===== config.mk =====
export PLATFORM = sky130hd
export DESIGN_NAME = sm4_key_fetch
export DESIGN_NICKNAME = d
export VERILOG_FILES = /design/src/rtl/sm4_key_fetch.sv
export SDC_FILE = /design/constraint.sdc
export NUM_CORES = 1
export LEC_CHECK = 0
export CAP_MARGIN = 0
export CORE_AREA = 4 4 207 209
export DETAILED_ROUTE_END_ITERATION = 16
export DIE_AREA = 0 0 211 213
export GPL_TIMING_DRIVEN = 1
export PLACE_DENSITY = 0.69
export SYNTH_ARGS = -nofsm -noshare
export SYNTH_HDL_FRONTEND = slang
export SYNTH_SLANG_ARGS = --single-unit

===== constraint.sdc =====
create_clock -name i_clk -period 5.7 [get_ports i_clk]
set_clock_uncertainty 0.2 [all_clocks]
set_input_delay 0.57 -clock i_clk [delete_from_list [all_inputs] [get_ports i_clk]]
set_output_delay 0.57 -clock i_clk [all_outputs]
set_load 0.005 [all_outputs]

===== src/rtl/sm4_key_fetch.sv =====
// SM4 key-slot fetch/store controller: host request -> key RAM read/write with timeout and read retry.
// Optional build macro KEY_FETCH_UNMASK_EN: keys are stored masked in RAM and unmasked on the way in/out.
module sm4_key_fetch #(
  parameter int TIMEOUT   = 4,
  parameter int RETRY_MAX = 1
) (
  input  logic         i_clk,
  input  logic         i_rst_n,
  input  logic         i_req,
  input  logic         i_wr,
  input  logic [6:0]   i_slot,
  input  logic [127:0] i_wdata,
  output logic         o_busy,
  output logic         o_done,
  output logic [1:0]   o_err,
  output logic [127:0] o_key,
  output logic         o_key_vld,
  output logic         o_ram_ren,
  output logic         o_ram_wen,
  output logic [6:0]   o_ram_addr,
  output logic [127:0] o_ram_wdata,
  input  logic [127:0] i_ram_key,
  input  logic         i_ram_valid,
  input  logic         i_ram_ack
);
  typedef enum logic [2:0] {S_IDLE, S_CHECK, S_ISSUE, S_WAIT, S_DONE} state_t;

  localparam logic [3:0] TO_CNT = 4'(TIMEOUT);
  localparam logic [1:0] RT_MAX = 2'(RETRY_MAX);

  state_t         r_state, w_state_nxt;
  logic           r_wr;
  logic [6:0]     r_slot;
  logic [127:0]   r_wdata, r_key;
  logic [1:0]     r_err, r_retry;
  logic [3:0]     r_wcnt;

  logic [3:0]     w_wcnt_nxt;
  logic [1:0]     w_retry_nxt, w_err_nxt;
  logic           w_cap, w_err_ld, w_key_ld, w_resp, w_reserved;
  logic [127:0]   w_key_nxt, w_key_in, w_wdata_out;

`ifdef KEY_FETCH_UNMASK_EN
  localparam logic [127:0] KEY_MASK = {64{2'b10}};
  assign w_key_in    = i_ram_key ^ KEY_MASK;
  assign w_wdata_out = r_wdata ^ KEY_MASK;
`else
  assign w_key_in    = i_ram_key;
  assign w_wdata_out = r_wdata;
`endif

  assign w_reserved = (r_slot == 7'd32) || (r_slot == 7'd95) || (r_slot == 7'd127);
  // Only the response matching the operation type counts.
  assign w_resp     = r_wr ? i_ram_ack : i_ram_valid;

  always_ff @(posedge i_clk or negedge i_rst_n) begin
    if (!i_rst_n) begin
      r_state <= S_IDLE;
      r_wcnt  <= '0;
      r_retry <= '0;
    end else begin
      r_state <= w_state_nxt;
      r_wcnt  <= w_wcnt_nxt;
      r_retry <= w_retry_nxt;
    end
  end

  always_comb begin
    w_state_nxt = r_state;
    w_wcnt_nxt  = r_wcnt;
    w_retry_nxt = r_retry;
    w_cap       = 1'b0;
    w_err_ld    = 1'b0;
    w_err_nxt   = r_err;
    w_key_ld    = 1'b0;
    w_key_nxt   = r_key;
    case (r_state)
      S_IDLE: if (i_req) begin
        w_cap       = 1'b1;
        w_state_nxt = S_CHECK;
      end
      S_CHECK: begin
        if (w_reserved) begin
          w_err_ld    = 1'b1;
          w_err_nxt   = 2'b01;
          w_state_nxt = S_DONE;
        end else begin
          w_retry_nxt = '0;
          w_state_nxt = S_ISSUE;
        end
      end
      S_ISSUE: begin
        w_wcnt_nxt  = 4'd1;
        w_state_nxt = S_WAIT;
      end
      S_WAIT: begin
        if (w_resp) begin
          w_err_ld    = 1'b1;
          w_err_nxt   = 2'b00;
          w_key_ld    = !r_wr;
          w_key_nxt   = w_key_in;
          w_state_nxt = S_DONE;
        end else if (r_wcnt == TO_CNT) begin
          if (!r_wr && (r_retry < RT_MAX)) begin
            w_retry_nxt = r_retry + 2'd1;
            w_state_nxt = S_ISSUE;
          end else begin
            w_err_ld    = 1'b1;
            w_err_nxt   = r_wr ? 2'b11 : 2'b10;
            w_key_ld    = !r_wr;
            w_key_nxt   = '0;
            w_state_nxt = S_DONE;
          end
        end else begin
          w_wcnt_nxt = r_wcnt + 4'd1;
        end
      end
      S_DONE:  w_state_nxt = S_IDLE;
      default: w_state_nxt = S_IDLE;
    endcase
  end

  // Request capture, status and key holding registers; cleared only by a new accepted request.
  always_ff @(posedge i_clk or negedge i_rst_n) begin
    if (!i_rst_n) begin
      r_wr    <= 1'b0;
      r_slot  <= '0;
      r_wdata <= '0;
      r_key   <= '0;
      r_err   <= '0;
    end else if (w_cap) begin
      r_wr    <= i_wr;
      r_slot  <= i_slot;
      r_wdata <= i_wdata;
      r_key   <= '0;
      r_err   <= '0;
    end else begin
      if (w_err_ld) r_err <= w_err_nxt;
      if (w_key_ld) r_key <= w_key_nxt;
    end
  end

  // Outputs decode directly from the state register so reset removes them immediately.
  assign o_busy      = (r_state != S_IDLE);
  assign o_done      = (r_state == S_DONE);
  assign o_err       = r_err;
  assign o_key       = r_key;
  assign o_key_vld   = (r_state == S_DONE) && !r_wr && (r_err == 2'b00);
  assign o_ram_ren   = (r_state == S_ISSUE) && !r_wr;
  assign o_ram_wen   = (r_state == S_ISSUE) && r_wr;
  assign o_ram_addr  = (r_state == S_ISSUE) ? r_slot : 7'd0;
  assign o_ram_wdata = (r_state == S_ISSUE && r_wr) ? w_wdata_out : 128'd0;
endmodule


==> results of run 1 <==
==> state kept, by name, summed over array words and instances (netlist names) <==
signal / count
r_retry: 2
o_err: 2
r_slot: 7
r_wr: 1
r_state: 3
r_wcnt: 4
r_wdata: 128
o_key: 128
==> cell type report <==
class	instances	area, µm²
Antenna cell	1	2.50
Sequential cell	275	6890
Fill cell	3753	22700
Tap cell	532	666
Clock buffer	48	976
Timing Repair Buffer	548	5510
Inverter	9	33.8
Clock inverter	12	104
Multi-Input combinational cell	733	3980
==> worst min-delay path, cell delays in order (launching register included) <==
cell,delay [ps]
dfrtp_1,330
nand2_1,50
nand2_1,50
==> routing by layer <==
metal	vias up	part of all wire [%]
li1	4708	-
met1	4998	37
met2	459	48
met3	101	11
met4	10	4.6
met5	-	0.17
==> power by group through the flow <==
| stage | combinational, W | sequential, W | clock [W] |
|---|---|---|---|
| 6_report | 0.00301 | 0.00316 | 0.00211 |
| 5_1_grt | 0.00332 | 0.00326 | 0.00226 |
| 4_1_cts | 0.00306 | 0.00316 | 0.00218 |
| 3_5_place_dp | 0.00303 | 0.00318 | 0 |
| 3_3_place_gp | 0.00297 | 0.00316 | 0 |
| 2_1_floorplan | 0.00164 | 0.00302 | 0 |
==> synth_stat cells, types with 2 or more instances <==
master,number,area [µm²]
clkbuf_1,33,124
o31a_1,2,17.5
dfrtp_1,275,6880
or3b_2,2,17.5
nand2_1,416,1560
buf_4,6,45.0
nand3_1,3,15.0
and2_1,9,56.3
inv_1,9,33.8
buf_2,32,160
a21oi_1,2,10.0
nor3b_1,2,15.0
mux2i_1,2,20.0
o21bai_1,2,15.0
a22o_1,128,1120
and3_1,129,807
ha_1,3,37.5
o21ai_0,3,15.0
o31ai_1,2,15.0
nand4_1,2,12.5
buf_6,19,214
nor2_1,4,15.0
nand3b_1,3,22.5
==> worst min-delay path by stage <==
| stage | start | endpoint | slack [ps] | cells past startpoint |
|---|---|---|---|---|
| 2_1_floorplan | i_rst_n | o_err[0] | 70 | 0 |
| 3_3_place_gp | r_retry[0] | r_retry[0] | 240 | 1 |
| 3_5_place_dp | r_wdata[83] | r_wdata[83] | 250 | 2 |
| 4_1_cts | r_wdata[33] | r_wdata[33] | 270 | 2 |
| 5_1_grt | r_wdata[62] | r_wdata[62] | 280 | 2 |
| 6_report | r_wdata[109] | r_wdata[109] | 260 | 2 |
==> through the flow <==
step,hold WS [ps],total power (W),instances
3_3_place_gp,242,0.00613,2096
4_1_cts,267,0.00840,2157
6_report,264,0.00828,2158
2_1_floorplan,74.4,0.00466,1108
3_5_place_dp,254,0.00621,2096
5_1_grt,284,0.00883,2157
==> cells by family after synthesis <==
kind of cell               after synthesis  synth area share, %
and+or+nand+nor                        578                 22.8
DFF                                    275                 60.3
AOI/OAI and AO/OA                      147                 11.1
buffers and inverters                  100                 5.10
muxes                                    3                0.296
adders and majority gates                3                0.329
xor gates and xnor gates                 2                0.153
==> results.json, run 1 <==
{
  "ys_seq_elements": 275,
  "busiest_layer": "met2",
  "routed-via-count": 10276,
  "arrival_ps": 2810,
  "area_growth_pct": 59.0,
  "fmax_mhz": 280,
  "p_comb_share_pct": 36.4,
  "cp-end-kind": "output pin",
  "drive_gt1_share_pct": 4.55,
  "grt_pass1_wl_um": 64100,
  "initial_core_util_pct": 28.0,
  "post-route-period-util_pct": 62.7,
  "worstPathMaxFanout": 77,
  "finalSetupTns_ps": 0,
  "cts_setup_buffers": 0,
  "fp.dieW_um": 211,
  "rsz0062_at_grt": "false",
  "cts-resized-gates": 0,
  "cp_num_buf_inv": 2,
  "grt_start_max_net_pins": 140,
  "p_clk_share_pct": 25.5,
  "r2r_setup_slack_ps": 2520,
  "worstSetupPathType": "register to output pin",
  "synth_area_um2": 11400,
  "internal-power_w": 0.00545,
  "wire_per_inst_um": 20.0,
  "cts_buffer_depth": 3,
  "die_h_um": 213,
  "relSlewSlack_pct": 31.1,
  "avgSynthCellArea_um2": 10.3,
  "seq_power_share_pct": 38.2,
  "first_pass_iters": 5,
  "yosysSeqAreaShare_pct": 60.3,
  "synth_nets": 1380,
  "ant_nets": 0,
  "tightest_slew_ps": 1030,
  "cts.htree.levels": 2,
  "drc_errors": 0,
  "finish.net_count": 1874,
  "hp-class": "register to register",
  "drtIter0Drc": 725,
  "grtUsageTotal_pct": 18.2,
  "timing.rr.end": "o_key[22]",
  "synth_cell_types": 43,
  "final_cell_mix": "537 x clkdlybuf4s50_1, 415 x nand2_1, 274 x dfrtp_1",
  "leakagePower_nw": 8.76,
  "syn_inst": 1108,
  "core_area_um2": 40800,
  "slowest_delay_ps": 760,
  "synth_edf_count": 0,
  "worstSetupEndpoint": "o_ram_wdata[55]",
  "use_met3_pct": 7.35,
  "clock_sinks": 275,
  "tritoncts": "yes",
  "report.final.slew_viol_count": 0,
  "cp_data_required_time_ps": 4930,
  "slowest_stage": "dfrtp_4",
  "grt_pass1_vias": 10469,
  "hpwl_um": 30000,
  "final_area_um2": 18100,
  "grt_use_met1_pct": 20.7,
  "antenna_found_initial": 7,
  "place_area_um2": 17100,
  "period_needed_ps": 3580,
  "ys.flop_type": "dfrtp_1",
  "rr_worst_depth": 4,
  "vias_per_cell": 4.76,
  "drt_wl_total_um": 43200,
  "crit_chain": "buf_4 -> and3_1 -> clkdlybuf4s50_1",
  "synthArstFlopShare_pct": 100,
  "final_core_util_pct": 44.4,
  "fp.dieArea_um2": 44900,
  "critPathLaunchType": "register",
  "io_buffers": 538,
  "status": "finished, final reports clean",
  "preCtsSetupSlack_ps": 2570,
  "use_met2_pct": 30.6,
  "cap_viol_max_count": 0,
  "final_common_cell": "clkdlybuf4s50_1",
  "setup_slack_ps": 2120,
  "p_switching_w": 0.00283,
  "yosysWarnings": 0,
  "clkSlewWorstSetupHoldPaths_ps": 60,
  "cp.depth": 3,
  "ctsHoldBuffers": 1,
  "ioPinCount": 539,
  "power_switching_share_pct": 34.1,
  "final-hold-violation-count": 0,
  "crit_start": "r_wr",
  "gp_congestion": 0.831,
  "clk_latency_ps": 520,
  "critical_path.top_delay_family": "buffers and inverters",
  "rows": 74,
  "power_per_cell_area_nw_per_um2": 456,
  "cts_root_buf": "clkbuf_16",
  "vdd_drop_max_v": 0.000261,
  "grt_overflow": 0,
  "cts_made_buffers": 35,
  "rr_startpoint": "r_wr",
  "finalSetupViolCount": 0
}
No activity file was read; power rests on OpenSTA's default activity.
==> run 2, diff against run 1 <==
Settings changed: CORE_AREA 4 4 207 209 to 4 4 205 207, DIE_AREA 0 0 211 213 to 0 0 209 211, PLACE_DENSITY 0.69 to 0.7.
Clock period 5.7 ns to 3.3 ns, I/O delays scaled along.
==> run 2 against run 1 <==
Compared with the run above:
- setup slack worse by 2000 ps
- via count is 1.2% lower
- sequential share of layout area is 0.16 points lower
- clock power is 61% higher
- total power is 73% higher
- global-route usage is 0.19 points lower
==> results.json, run 2 (synthesis results as in run 1) <==
{
  "status": "finished, final reports clean",
  "drtIter0Drc": 557,
  "rr_worst_depth": 4,
  "ant_nets": 0,
  "vdd_drop_max_v": 0.000468,
  "cts_root_buf": "clkbuf_16",
  "final-hold-violation-count": 0,
  "tightest_slew_ps": 709,
  "cp_data_required_time_ps": 2770,
  "critPathLaunchType": "register",
  "initial_core_util_pct": 28.3,
  "timing.rr.end": "o_key[2]",
  "wire_per_inst_um": 19.5,
  "fmax_mhz": 318,
  "die_h_um": 211,
  "drc_errors": 0,
  "ioPinCount": 539,
  "vias_per_cell": 4.70,
  "finish.net_count": 1877,
  "leakagePower_nw": 8.79,
  "internal-power_w": 0.00946,
  "fp.dieW_um": 209,
  "grtUsageTotal_pct": 18.0,
  "cp-end-kind": "output pin",
  "worstSetupPathType": "register to output pin",
  "fp.dieArea_um2": 44100,
  "power_switching_share_pct": 34.0,
  "p_comb_share_pct": 37.7,
  "whs_path_depth": 3,
  "grt_pass1_wl_um": 63700,
  "busiest_layer": "met2",
  "gp_congestion": 0.845,
  "drt_wl_total_um": 42200,
  "core_area_um2": 40400,
  "crit_chain": "buf_12 -> and3_1 -> clkdlybuf4s50_1",
  "report.final.slew_viol_count": 0,
  "relSlewSlack_pct": 52.7,
  "fillers": 3758,
  "tritoncts": "yes",
  "use_met3_pct": 6.21,
  "slowest_delay_ps": 870,
  "power_per_cell_area_nw_per_um2": 787,
  "rsz0062_at_grt": "false",
  "whs_endpoint": "r_wdata[65]",
  "period_needed_ps": 3150,
  "hp-class": "input port to register",
  "p_clk_share_pct": 23.7,
  "rows": 74,
  "routed-via-count": 10150,
  "cts_made_buffers": 30,
  "slowest_stage": "dfrtp_4",
  "final_cell_mix": "537 x clkdlybuf4s50_1, 415 x nand2_1, 273 x dfrtp_1",
  "antenna_found_initial": 6,
  "io_buffers": 538,
  "preCtsSetupSlack_ps": 603,
  "multi_input_comb_area_um2": 3980,
  "setup_slack_ps": 154,
  "post-route-period-util_pct": 95.3,
  "clock_sinks": 275,
  "grt_use_met1_pct": 22.8,
  "clkSlewWorstSetupHoldPaths_ps": 60,
  "grt_start_max_net_pins": 137,
  "hp-start": "i_wdata[65]",
  "r2r_setup_slack_ps": 690,
  "grt_pass1_vias": 10585,
  "drive_gt1_share_pct": 4.62,
  "seq_power_share_pct": 38.6,
  "total_power_w": 0.0143,
  "cts.htree.levels": 1,
  "finalSetupTns_ps": 0,
  "hpwl_um": 29400,
  "p_switching_w": 0.00488,
  "cap_viol_max_count": 0,
  "arrival_ps": 2620,
  "crit_start": "r_wr",
  "final_common_cell": "clkdlybuf4s50_1",
  "cts_buffer_depth": 3,
  "use_met2_pct": 29.6,
  "grt_overflow": 0,
  "worstPathMaxFanout": 75,
  "seq_area_um2": 6890,
  "finalSetupViolCount": 0,
  "first_pass_iters": 7,
  "rr_startpoint": "r_wr",
  "area_growth_pct": 59.7,
  "clk_latency_ps": 550
}
[run 2: per-stage QoR]
| stage | cell area, µm² | util (%) | cells | hold WS, ps |
|---|---|---|---|---|
| global route | 18200 | 45.1 | 2157 | 77.5 |
| detailed placement | 17200 | 42.6 | 2102 | 123 |
| CTS | 18200 | 45.1 | 2156 | 56.6 |
| floorplan | 11400 | - | 1108 | -166 |
| global placement | 17200 | 42.6 | 2102 | 120 |
| finish | 18200 | 45.1 | 2158 | 87.4 |
[run 2: worst max path at each step]
stage	slack, ps	end	cells past startpoint
detailed placement	600	o_ram_wdata[58]	4
floorplan	1450	o_ram_wdata[100]	5
global placement	660	o_ram_wdata[58]	4
finish	150	o_ram_wdata[58]	3
global route	20	o_ram_wdata[58]	3
CTS	100	o_ram_wdata[3]	4
[run 2: critical path: cells and delay by family, from the launching register on]
family | cells | cell delay, ps
DFF | 1 | 870
buffers and inverters | 2 | 840
and+or+nand+nor | 1 | 290
[run 2: what timing repair did]
action	in CTS	in global routing
gates cloned	1	0
buffers inserted	0	1
resized for setup	0	1
hold endpoints to repair	59	0
endpoints found under the setup margin	2	45
hold buffers	1	0
[run 2: final cells by class]
cell class	instances	share of cell area (%)
multi-input combinational	733	21.8
tap	532	3.65
timing repair buffer	556	31.2
antenna	1	0.0137
clock inverter	11	0.947
inverter	9	0.185
clock buffer	41	4.46
sequential	275	37.8
[run 2: power by group through the flow]
stage / logic, W / clock network (W) / registers [W]
final: 0.00541 / 0.00340 / 0.00553
after global routing: 0.00594 / 0.00364 / 0.00568
after CTS: 0.00549 / 0.00351 / 0.00552
after floorplan: 0.00283 / 0 / 0.00522
after detailed placement: 0.00536 / 0 / 0.00555
after global placement: 0.00525 / 0 / 0.00552
[run 2: layer usage]
metal	wire length [µm]	vias up
met2	20000	435
met1	16900	4928
met4	1380	10
met3	3760	70
li1	-	4707
met5	62	-
